==> src/rtl/parking_sensor_fsm.sv <==
// parking_sensor_fsm: gate sensor front end for the occupancy counter.
// Synchronizes and debounces the two photosensor lines, then tracks the
// car-passage sequence and emits one-cycle inc/dec/err pulses.
`timescale 1ns/1ps
module parking_sensor_fsm #(
  parameter int SYNC_STAGES   = 2,
  parameter int STABLE_CYCLES = 4
) (
  input  logic clk,
  input  logic reset,
  input  logic a,
  input  logic b,
  output logic inc,
  output logic dec,
  output logic err,
  output logic busy
);

  localparam int CW = $clog2(STABLE_CYCLES + 1);
  localparam logic [CW-1:0] CMAX = CW'(STABLE_CYCLES);

  typedef enum logic [2:0] {
    IDLE, ENT1, ENT2, ENT3, EXT1, EXT2, EXT3, ERR
  } state_t;

  logic [SYNC_STAGES-1:0] sync_a, sync_b;
  logic [1:0]             sab, fab, cand;
  logic [CW-1:0]          cnt, cnt_step;
  state_t                 state, state_next;
  logic                   inc_d, dec_d, err_d;

  // Synchronizer chains for the raw sensor lines
  always_ff @(posedge clk or negedge reset) begin
    if (!reset) begin
      sync_a <= '0;
      sync_b <= '0;
    end else begin
      sync_a <= {sync_a[SYNC_STAGES-2:0], a};
      sync_b <= {sync_b[SYNC_STAGES-2:0], b};
    end
  end

  assign sab = {sync_a[SYNC_STAGES-1], sync_b[SYNC_STAGES-1]};

  // Count for the sample being taken: continue the current candidate or restart at 1
  always_comb begin
    if (cnt != '0 && sab == cand)
      cnt_step = (cnt == CMAX) ? CMAX : cnt + 1'b1;
    else
      cnt_step = CW'(1);
  end

  // Debounce: fab follows sab only after STABLE_CYCLES identical samples
  always_ff @(posedge clk or negedge reset) begin
    if (!reset) begin
      fab  <= '0;
      cand <= '0;
      cnt  <= '0;
    end else if (sab == fab) begin
      cnt <= '0;
    end else if (cnt_step == CMAX) begin
      fab <= sab;
      cnt <= '0;
    end else begin
      cand <= sab;
      cnt  <= cnt_step;
    end
  end

  // State register
  always_ff @(posedge clk or negedge reset) begin
    if (!reset) state <= IDLE;
    else        state <= state_next;
  end

  // Next-state logic on the filtered sensor pair; unlisted cases hold
  always_comb begin
    state_next = state;
    unique case (state)
      IDLE: case (fab)
              2'b10: state_next = ENT1;
              2'b01: state_next = EXT1;
              2'b11: state_next = ERR;
              default: ;
            endcase
      ENT1: case (fab)
              2'b11: state_next = ENT2;
              2'b00: state_next = IDLE;
              2'b01: state_next = ERR;
              default: ;
            endcase
      ENT2: case (fab)
              2'b01: state_next = ENT3;
              2'b10: state_next = ENT1;
              2'b00: state_next = ERR;
              default: ;
            endcase
      ENT3: case (fab)
              2'b00: state_next = IDLE;
              2'b11: state_next = ENT2;
              2'b10: state_next = ERR;
              default: ;
            endcase
      EXT1: case (fab)
              2'b11: state_next = EXT2;
              2'b00: state_next = IDLE;
              2'b10: state_next = ERR;
              default: ;
            endcase
      EXT2: case (fab)
              2'b10: state_next = EXT3;
              2'b01: state_next = EXT1;
              2'b00: state_next = ERR;
              default: ;
            endcase
      EXT3: case (fab)
              2'b00: state_next = IDLE;
              2'b11: state_next = EXT2;
              2'b01: state_next = ERR;
              default: ;
            endcase
      ERR:  if (fab == 2'b00) state_next = IDLE;
      default: state_next = IDLE;
    endcase
  end

  // Event decode for the registered pulses, plus busy from the current state
  always_comb begin
    inc_d = (state == ENT3) && (fab == 2'b00);
    dec_d = (state == EXT3) && (fab == 2'b00);
    err_d = (state_next == ERR) && (state != ERR);
    busy  = (state != IDLE);
  end

  // Pulse registers, aligned with the state change that caused them
  always_ff @(posedge clk or negedge reset) begin
    if (!reset) begin
      inc <= 1'b0;
      dec <= 1'b0;
      err <= 1'b0;
    end else begin
      inc <= inc_d;
      dec <= dec_d;
      err <= err_d;
    end
  end

endmodule

==> config.mk <==
export PLATFORM = sky130hd
export DESIGN_NAME = parking_sensor_fsm
export DESIGN_NICKNAME = d
export VERILOG_FILES = /design/src/rtl/parking_sensor_fsm.sv
export SDC_FILE = /design/constraint.sdc
export NUM_CORES = 1
export LEC_CHECK = 0
export CAP_MARGIN = 30
export CORE_MARGIN = 8
export CORE_UTILIZATION = 33
export CTS_BUF_LIST = sky130_fd_sc_hd__clkbuf_16
export CTS_CLUSTER_SIZE = 40
export DETAILED_ROUTE_END_ITERATION = 6
export PLACE_DENSITY = 0.55
export SKIP_CTS_REPAIR_TIMING = 1
export SLEW_MARGIN = 30
export SYNTH_ARGS = -nofsm -noshare
export SYNTH_HDL_FRONTEND = slang
export SYNTH_SLANG_ARGS = --single-unit
==> constraint.sdc <==
create_clock -name clk -period 2.5 [get_ports clk]
set_clock_uncertainty 0.2 [all_clocks]
set_input_delay 0.625 -clock clk [delete_from_list [all_inputs] [get_ports clk]]
set_output_delay 0.625 -clock clk [all_outputs]
set_load 0.03 [all_outputs]
Yosys cells after proc, flatten, opt, wreduce, memory -nomap -nowiden
Cells that the tools add are included.

Register bits: 17. Bits of input ports: 4. Output and inout bits: 4. Logic and storage cells: 51.

Add/subtract/negate cells: 1. Equality and inequality tests: 16. Multiplexer cells: 13. Bitwise logic cells: 2. Reduce and logical (&&, ||, !) cells: 10.

Operators by type and width (count): one-hot mux 3 bit (3 select lines) (7); one-hot mux 3 bit (8 select lines) (1); equality test 3 bit (second input constant) (7); 2-to-1 mux 3 bit (5); equality test 3 x 2 -> 1 bit (second input constant) (2); nonzero test 3 bit (2); equality test 2 bit (2); equality test 2 bit (second input constant) (2); logical AND 1 bit (4); AND reduction 2 bit (2); adder 3 x 1 -> 3 bit (second input constant) (1); equality test 3 x 1 -> 1 bit (second input constant) (1); logical NOT 3 bit (1); inequality test 3 bit (second input constant) (1); equality test 2 x 1 -> 1 bit (second input constant) (1); logical NOT 2 bit (1); inverter 1 bit (2).

Longest topological paths before layout
Gate-level depths: netlist of the first run.

Word-level depth: 6. Depth in mapped cells: 6. Mapped depth without buffers: 6.

Worst setup path after synthesis of the first run
No wires, ideal clock.

Path type: flip-flop to output port. From: reg state[2]. To: out busy. Arrival time: 1.057 ns. Data required time: 1.675 ns. Setup slack: 0.618 ns. Stages on the path, launching flop included: 3. Path buffers: 1. Cells stage by stage: dfrtp_1 buf_2 or3_1.

Cells in the longest elaborated chain, start to end: 1.

Ends and longest elaborated chain: start: declaration (RTL line 29) `state_t state, state_next;`; start signal: assignment (RTL line 73) `else state <= state_next;`; nonzero test 3 bit (RTL line 132) `busy = (state != IDLE);`; end: declaration (RTL line 16) `output logic busy`.

Every way passes these cells.

Final worst setup path of the first run
Ends and elaborated chain as after synthesis.

==> results of run 1 <==
-- path summary, 6_finish.rpt --
kind,start,endpoint,slack [ns],cells past startpoint
setup / recovery,state[2]$_DFF_PN0_,busy,0.11,2
hold / removal,sync_b[0]$_DFF_PN0_,sync_b[1]$_DFF_PN0_,0.15,0
setup reg to reg,cnt[0]$_DFF_PN0_,fab[0]$_DFFE_PN0P_,0.51,6
hold reg to reg,sync_b[0]$_DFF_PN0_,sync_b[1]$_DFF_PN0_,0.15,0
max in group asynchronous,reset,state[0]$_DFF_PN0_,1.41,2
min in group asynchronous,reset,cand[1]$_DFFE_PN0P_,0.50,2
-- kinds of logic after synthesis --
family                   count (synthesis)  synth area share [%]
AO/OA/AOI/OAI                           23                 17.48
XOR/XNOR                                 5                 4.781
adder cells (fa/ha/maj)                  2                 2.732
buffers and inverters                   10                 5.737
flip-flops                              17                 46.45
multiplexers                             5                 7.240
AND/OR/NAND/NOR                         23                 15.58
-- cells in the mapped netlist, drive strengths merged (2+ instances only) --
master	instances	area, um^2
and3	2	12.51
nand3	3	20.02
nand2b	3	18.77
inv	5	18.76
buf	5	33.78
nor2	3	13.77
a21o	2	15.01
ha	2	25.02
nor3	2	10.01
xnor2	4	35.03
nand2	2	7.510
mux2	4	56.30
o21ai	9	48.79
dfrtp	17	425.4
a21oi	3	15.01
a22oi	2	15.01
nor3b	2	15.01
-- flip-flops by register name (all words and copies together) (netlist names) --
signal	count
cnt	3
state	3
cand	2
fab	2
sync_a	2
sync_b	2
dec	1
err	1
inc	1
-- critical path, delay by kind of cell, from the launching register on --
kind | cells | cell delay (ns)
simple gates | 1 | 0.36
flops | 1 | 0.37
buf+inv | 1 | 0.60
-- through the flow --
step | area [um^2] | setup WS, ns
3_5_place_dp | 1021 | 0.3530
5_1_grt | 1100 | 0.05291
4_1_cts | 1100 | 0.09218
3_3_place_gp | 1021 | 0.3636
6_report | 1100 | 0.1126
2_1_floorplan | 915.9 | 0.6180
-- power by group --
group          internal (uW)  leakage [uW]  switching [uW]
Clock                    211     0.0000423            90.9
Sequential               352      0.000216            94.1
Combinational            297      0.000235             303
-- layer usage --
metal  global-route usage [%]  up-vias
met5                        0        -
met2                    10.92       16
met3                    3.393        2
met1                    9.551      304
li1                         -      323
met4                    3.069        0
-- final cells by class --
class                   instances  share of cell area, %
well taps                      31                  3.527
repair buffers                 11                  9.101
multi-input cells              58                  39.82
flip-flops and latches         17                  38.68
clock inverters                 1                 0.3413
clock buffers                   3                  6.826
inverters                       5                  1.706
==> results by group, run 1 <==
Outcome
  – Status: completed

Routing
  – Drt initial violations: 26
  – WL final: 1.551 mm
  – Wire length on met2: 656 um
  – Router iterations before antenna repair: 4
  – Length of routed wiring on met1: 751 um
  – Routed wire length per instance: 12.31 um
  – DRC viols: 0
  – Metal3 WL: 127 um
  – Routed vias: 645
  – Detail Route Antenna Nets: 0
  – Top sig layer: met4
  – Via/cell ratio: 5.119

Timing
  – Hold slack: 0.1452 ns
  – Period minus WS final: 2.387 ns
  – Tightest Pin Transition: 0.4729 ns
  – Final Slew Violations: 0
  – Fin. Hold Viols: 0
  – Period utilisation layout: 95.49%
  – Max frequency: 418.9 MHz
  – RSZ-0062 raised after global routing: false
  – Setup TNS: 0 ns
  – Slew HR: 68.47%
  – Setup violators final: 0

Worst setup path
  – Critical Path AT: 1.56 ns
  – Slowest stage delay, CP: 0.60 ns
  – Crit Path Class: reg2out
  – Worst path slowest cell: clkdlybuf4s50_1
  – Startpoint Class: flip-flop
  – CP Capture Type: output pin
  – CP Max Fanout: 2
  – Crit path cell chain: or3_1, clkdlybuf4s50_1
  – Critical Path RT: 1.67 ns

Clock network
  – H-tree levels: 1
  – Clock sink total: 17
  – Max clock buf depth: 2
  – Clock slew at reported path FFs: 0.05 ns
  – Worst-Skew Late Latency: 0.24 ns
  – Root buffer cell: clkbuf_16
  – CTS tree: done
  – CTS buffer count: 3

Floorplanning
  – I/O pin count: 8
  – CORE AREA: 2686 um^2
  – Initial Utilization: 34.09%
  – Die ar.: 4717 um^2
  – Height of the die: 68.68 um
  – Row cnt: 19
  – Die Width: 68.68 um

Synthesis
  – Cells after synthesis: 85
  – Synth Flop Type: dfrtp_1
  – EDFF count, synth: 0
  – Sequential element share of the synthesized area: 46.45%
  – Synthesis-stage register bit count: 17
  – Synth unique cells: 40
  – Syn Std Cell Area: 915.9 um^2
  – Mapped Avg Cell Area: 10.78 um^2
  – Synth warn: 0
  – Syn nets: 91
  – Asr flop ratio synth: 100.0%

Cells and area
  – ANT cells: 0
  – Fillers: 277
  – Finished Core Util: 40.94%
  – Non-filler instance count after layout: 126
  – Commonest non-fill, non-tap cell in the layout: dfrtp_1
  – Area of the multi-input gates: 437.9 um^2
  – Area Overhead vs Synth: 20.08%
  – Final net count: 102
  – Most frequent cells in the layout: dfrtp_1, o21ai_0, clkdlybuf4s50_1
  – Layout cells sized above 1: 16.84%
  – Register area: 425.4 um^2

Global route
  – Number of global-route vias before repair: 596
  – Global-route wire length before repair: 2.691 mm
  – Initial antenna violation count: 0
  – Gr usage total: 7.552%
  – GRT Residual Overflow: 0
  – Largest net degree at the start of global routing: 18

Placement
  – Dpl hpwl: 1.145 mm
  – IO Port Bufs: 7
  – Routability cong.: 0.7803
  – Dpl cells: 122

Power and ir drop
  – Pwr per Cell Area: 1226 nW/um^2
  – Leak: 0.0004929 uW
  – Total power: 1348 uW
  – IR drop worst, VDD: 0.0005836 V

Worst hold path
  – HP Class: reg2reg

Run
  – MaxCap Viol Count: 0
Power figures use the tool's default switching activity.
==> run 2, diff against run 1 <==
RECOVER_POWER = 100   (was unset)
==> run 2 against run 1 <==
Net effect: power decreased by 2.4%; fmax about the same; first-iteration DRC count decreased by 27%; global-route usage unchanged; die area unchanged; hold slack about the same; count of clock-buffer cells in the layout unchanged; clock power about the same; sequential power about the same; core utilization decreased by 0.93 points; sequential cell count unchanged; critical endpoint unchanged; highest routed layer unchanged.
==> results by group, run 2 (synthesis results as in run 1) <==
Power and ir drop
  – Leak: 0.0004919 uW
  – Pwr per Cell Area: 1224 nW/um^2
  – IR drop worst, VDD: 0.0005782 V
  – Total power: 1316 uW

Floorplanning
  – Row cnt: 19
  – Initial Utilization: 34.09%
  – I/O pin count: 8
  – Die Width: 68.68 um
  – Height of the die: 68.68 um
  – Die ar.: 4717 um^2
  – CORE AREA: 2686 um^2

Routing
  – Drt initial violations: 19
  – WL final: 1.552 mm
  – Routed wire length per instance: 12.32 um
  – Detail Route Antenna Nets: 0
  – Via/cell ratio: 5.095
  – DRC viols: 0
  – Routed vias: 642
  – Router iterations before antenna repair: 4

Worst hold path
  – HP Class: reg2reg

Worst setup path
  – Startpoint Class: flip-flop
  – Critical Path AT: 1.56 ns
  – Critical Path RT: 1.67 ns
  – CP Capture Type: output pin
  – Crit Path Class: reg2out
  – CP Max Fanout: 2

Global route
  – GRT Residual Overflow: 0
  – M3 GR Usage: 3.393%
  – Met2 GRT Util: 10.92%
  – Number of global-route vias before repair: 596
  – Largest net degree at the start of global routing: 18
  – Initial antenna violation count: 0
  – Global routing usage on met1: 9.551%
  – Gr usage total: 7.552%
  – Global-route wire length before repair: 2.691 mm
  – GRT busiest layer: met2

Placement
  – IO Port Bufs: 7
  – Dpl hpwl: 1.145 mm
  – Routability cong.: 0.7803

Cells and area
  – Regs by FF count: cnt (3), state (3)
  – Final net count: 102
  – Fillers: 283
  – Area Overhead vs Synth: 17.35%
  – Most frequent cells in the layout: dfrtp_1, o21ai_0, dlygate4sd3_1
  – Register area: 425.4 um^2
  – ANT cells: 0
  – Area of the multi-input gates: 420.4 um^2
  – Layout cells sized above 1: 10.53%
  – Commonest non-fill, non-tap cell in the layout: dfrtp_1

Clock network
  – CTS tree: done
  – Clock slew at reported path FFs: 0.05 ns
  – Max clock buf depth: 2
  – Clock sink total: 17
  – CTS buffer count: 3
  – H-tree levels: 1
  – Root buffer cell: clkbuf_16
  – Worst-Skew Late Latency: 0.24 ns

Timing
  – Slew HR: 40.82%
  – Period minus WS final: 2.387 ns
  – Setup violators final: 0
  – Fin. Hold Viols: 0
  – Setup TNS: 0 ns
  – Final Slew Violations: 0
  – Tightest Pin Transition: 0.8876 ns
  – RSZ-0062 raised after global routing: false
  – Period utilisation layout: 95.48%
  – Max frequency: 418.9 MHz

Outcome
  – Status: completed

Run
  – MaxCap Viol Count: 0
run 2: worst paths after layout:
| kind | startpoint | end | cells past startpoint | slack [ns] |
|---|---|---|---|---|
| min | sync_b[0]$_DFF_PN0_ | sync_b[1]$_DFF_PN0_ | 0 | 0.15 |
| max in group asynchronous | reset | state[0]$_DFF_PN0_ | 2 | 0.74 |
| max reg2reg | cnt[0]$_DFF_PN0_ | fab[0]$_DFFE_PN0P_ | 6 | 0.46 |
| max | state[2]$_DFF_PN0_ | busy | 2 | 0.11 |
| min in group asynchronous | reset | cand[1]$_DFFE_PN0P_ | 2 | 0.82 |
| min reg2reg | sync_b[0]$_DFF_PN0_ | sync_b[1]$_DFF_PN0_ | 0 | 0.15 |
run 2: layout make-up:
cell class,instances,share of cell area (%)
clock inverters,1,0.3492
flip-flops and latches,17,39.58
inverters,5,1.746
repair buffers,11,8.615
clock buffers,3,6.985
multi-input cells,58,39.12
well taps,31,3.609
run 2: per-stage QoR:
stage          setup WS, ns  hold WS (ns)  instance area (um^2)  instances  utilization [%]
2_1_floorplan        0.6180        0.1294                 915.9         85                -
3_3_place_gp         0.3636        0.1360                  1021        122            38.01
3_5_place_dp         0.3530        0.1381                  1021        122            38.01
4_1_cts             0.09218        0.1493                  1100        126            40.94
5_1_grt             0.05291        0.1528                  1075        126            40.01
6_report             0.1129        0.1452                  1075        126            40.01
run 2: power breakdown:
group	internal, uW	switching, uW	total, uW	leakage (uW)
registers	352	92.4	444	0.000216
clock network	211	90.6	302	0.0000423
logic	275	294	569	0.000234
run 2: worst max-delay path, cell delays in order (launching register included):
cell and delay [ns]:
dfrtp_1 0.37, or3_1 0.36, clkdlybuf4s50_1 0.60
run 2: layer usage:
metal / part of all wire, % / wire length [um]
met4: 0.97 / 15
met3: 8.0 / 124
met2: 42 / 654
met1: 49 / 757
met5: 0 / 0
==> run 3, diff against run 2 <==
ABC_AREA = 1   (was unset)
CTS_BUF_LIST = sky130_fd_sc_hd__clkbuf_8   (was sky130_fd_sc_hd__clkbuf_16)
HOLD_SLACK_MARGIN = 0.12   (was unset)
PLACE_DENSITY = 0.54   (was 0.55)
==> run 3 against run 2 <==
Net effect: count of clock-buffer cells in the layout did not move; cell area fell by 2.2%; register-to-register slack improved by 0.22 ns; hold slack improved by 0.0049 ns; largest power group unchanged; sequential cell count did not move; first-iteration DRC count rose by 120%; setup slack improved by 0.22 ns; critical path type unchanged.
==> results by group, run 3 <==
Outcome
  – Status: completed

Cells and area
  – Most frequent cells in the layout: nand2_1, nor2_1, inv_1, dfrtp_1, nand3_1
  – Layout cells sized above 1: 7.353%
  – Final net count: 143
  – ANT cells: 0
  – Post-route cell area: 1051 um^2
  – Area of the multi-input gates: 399.1 um^2
  – Commonest non-fill, non-tap cell in the layout: nand2_1
  – Regs by FF count: cnt (3), state (3)
  – Register area: 425.4 um^2
  – Fillers: 280
  – Area Overhead vs Synth: 11.70%

Timing
  – Setup violators final: 0
  – Fin. Hold Viols: 0
  – RSZ-0062 raised after global routing: false
  – Tightest Pin Transition: 0.9284 ns
  – Max frequency: 462.3 MHz
  – Slew HR: 38.11%
  – Period minus WS final: 2.163 ns
  – Hold slack: 0.1500 ns
  – Final Slew Violations: 0
  – Period utilisation layout: 86.52%

Worst hold path
  – HP Class: reg2reg
  – Origin of the worst min-delay path: sync_a[0]$_DFF_PN0_

Worst setup path
  – Critical path destination: busy
  – Crit Path Class: reg2out
  – Worst path slowest cell: dfrtp_1
  – Slowest stage delay, CP: 0.47 ns
  – R2r startpoint: cnt[0]$_DFF_PN0_
  – Worst flop-to-flop path endpoint: fab[0]$_DFFE_PN0P_
  – Flop2flop setup slack: 0.68 ns
  – Startpoint Class: flip-flop
  – Crit path cell chain: inv_2, nand2_1, nor2_1, inv_1, clkbuf_1
  – Critical Path RT: 1.67 ns
  – Worst setup path start: state[1]$_DFF_PN0_
  – R2R cell count: 8
  – CP Max Fanout: 8
  – CP Capture Type: output pin
  – Critical Path AT: 1.34 ns

Global route
  – Number of global-route vias before repair: 766
  – Initial antenna violation count: 0
  – Gr usage total: 8.160%
  – Largest net degree at the start of global routing: 18
  – Global-route wire length before repair: 3.284 mm
  – GRT Residual Overflow: 0

Floorplanning
  – CORE AREA: 2734 um^2
  – Height of the die: 69.40 um
  – Row cnt: 19
  – Die Width: 69.40 um
  – I/O pin count: 8
  – Die ar.: 4816 um^2
  – Initial Utilization: 34.42%

Synthesis
  – Most numerous cell in the Yosys netlist: nand2_1
  – Asr flop ratio synth: 100.0%
  – Synth warn: 0
  – Syn nets: 132
  – Area share of the leading cell type in the synthesized netlist: 45.21%
  – Cells after synthesis: 126
  – Syn Std Cell Area: 940.9 um^2
  – Multiplexer share of the synthesized area: 0%
  – Dominant cell type by area after synthesis: dfrtp_1
  – Mapped Avg Cell Area: 7.467 um^2
  – Synth unique cells: 21
  – Synthesis-stage register bit count: 17
  – Post-synthesis compound-gate area fraction: 3.856%
  – Largest family of logic cells by synthesized area: simple AND/OR/NAND/NOR gates
  – Main area contributors after synthesis: dfrtp_1, nand2_1, nor2_1, nand3_1, inv_1
  – Synth Area in Simple Gates: 37.63%
  – Sequential element share of the synthesized area: 45.21%
  – EDFF count, synth: 0
  – Synth Area in XOR/XNOR: 0.9309%
  – Synth top cells by count: nand2_1, nor2_1, dfrtp_1
  – Synth Flop Type: dfrtp_1
  – Adder-cell share of the synthesized area: 2.660%

Placement
  – Dpl cell area: 1041 um^2
  – IO Port Bufs: 7
  – Routability cong.: 0.8827
  – Dpl hpwl: 1.266 mm

Routing
  – Drt initial violations: 42
  – Detail Route Antenna Nets: 0
  – Via/cell ratio: 4.569
  – DRC viols: 0
  – Routed wire length per instance: 10.01 um
  – Router iterations before antenna repair: 4
  – WL final: 1.672 mm
  – Routed vias: 763

Clock network
  – CTS buffer count: 3
  – Clock slew at reported path FFs: 0.06 ns
  – Clock sink total: 17
  – H-tree levels: 1
  – Max clock buf depth: 2
  – Worst-Skew Late Latency: 0.26 ns
  – Root buffer cell: clkbuf_8
  – CTS tree: done

Power and ir drop
  – Leak: 0.0005743 uW
  – Pwr per Cell Area: 989.7 nW/um^2
  – Total power: 1040 uW
  – IR drop worst, VDD: 0.0006308 V

Run
  – MaxCap Viol Count: 0
-- run 3: power by group --
part	internal [uW]	switching [uW]
clock network	109	94.9
registers	335	63.2
logic	148	290
total	592	448
-- run 3: cell families after synthesis --
family | after synthesis
xor+xnor | 1
buf+inv | 22
compound gates | 7
simple gates | 77
fa+ha+maj | 2
flops | 17
-- run 3: through the flow --
step	instances	setup TNS (ns)	setup slack (ns)	utilization, %
floorplan	126	0	0.7702	-
global placement	163	0	0.2932	38.08
detailed placement	163	0	0.2496	38.08
CTS	167	-0.04601	-0.04601	39.73
global route	167	0	0.2432	38.44
finish	167	0	0.3369	38.44
-- run 3: worst min path at each step --
stage	cells after the start	slack, ns	endpoint
floorplan	0	0.13	cand[0]$_DFFE_PN0P_
global placement	0	0.13	sync_b[1]$_DFF_PN0_
detailed placement	0	0.14	sync_b[1]$_DFF_PN0_
CTS	0	0.15	sync_b[1]$_DFF_PN0_
global route	0	0.16	sync_b[1]$_DFF_PN0_
finish	0	0.15	sync_a[1]$_DFF_PN0_
-- run 3: critical path: cells and delay by family (launching register included) --
| kind | cells | cell delay, ns |
|---|---|---|
| and+or+nand+nor | 2 | 0.14 |
| DFF | 1 | 0.47 |
| buffers and inverters | 3 | 0.46 |
-- run 3: per-layer routing --
layer | part of all wire, % | global-route usage, % | vias to the layer above
li1 | - | - | 406
met1 | 46 | 9.218 | 329
met2 | 44 | 13.01 | 23
met3 | 5.9 | 2.289 | 5
met4 | 3.3 | 5.467 | 0
met5 | 0 | 0 | -
-- run 3: final cells by class --
cell class,instances,share of cell area (%)
Clock buffer,3,3.929
Inverter,20,7.143
Multi-Input combinational cell,87,37.98
Clock inverter,1,0.3571
Tap cell,31,3.690
Sequential cell,17,40.48
Timing Repair Buffer,8,6.429
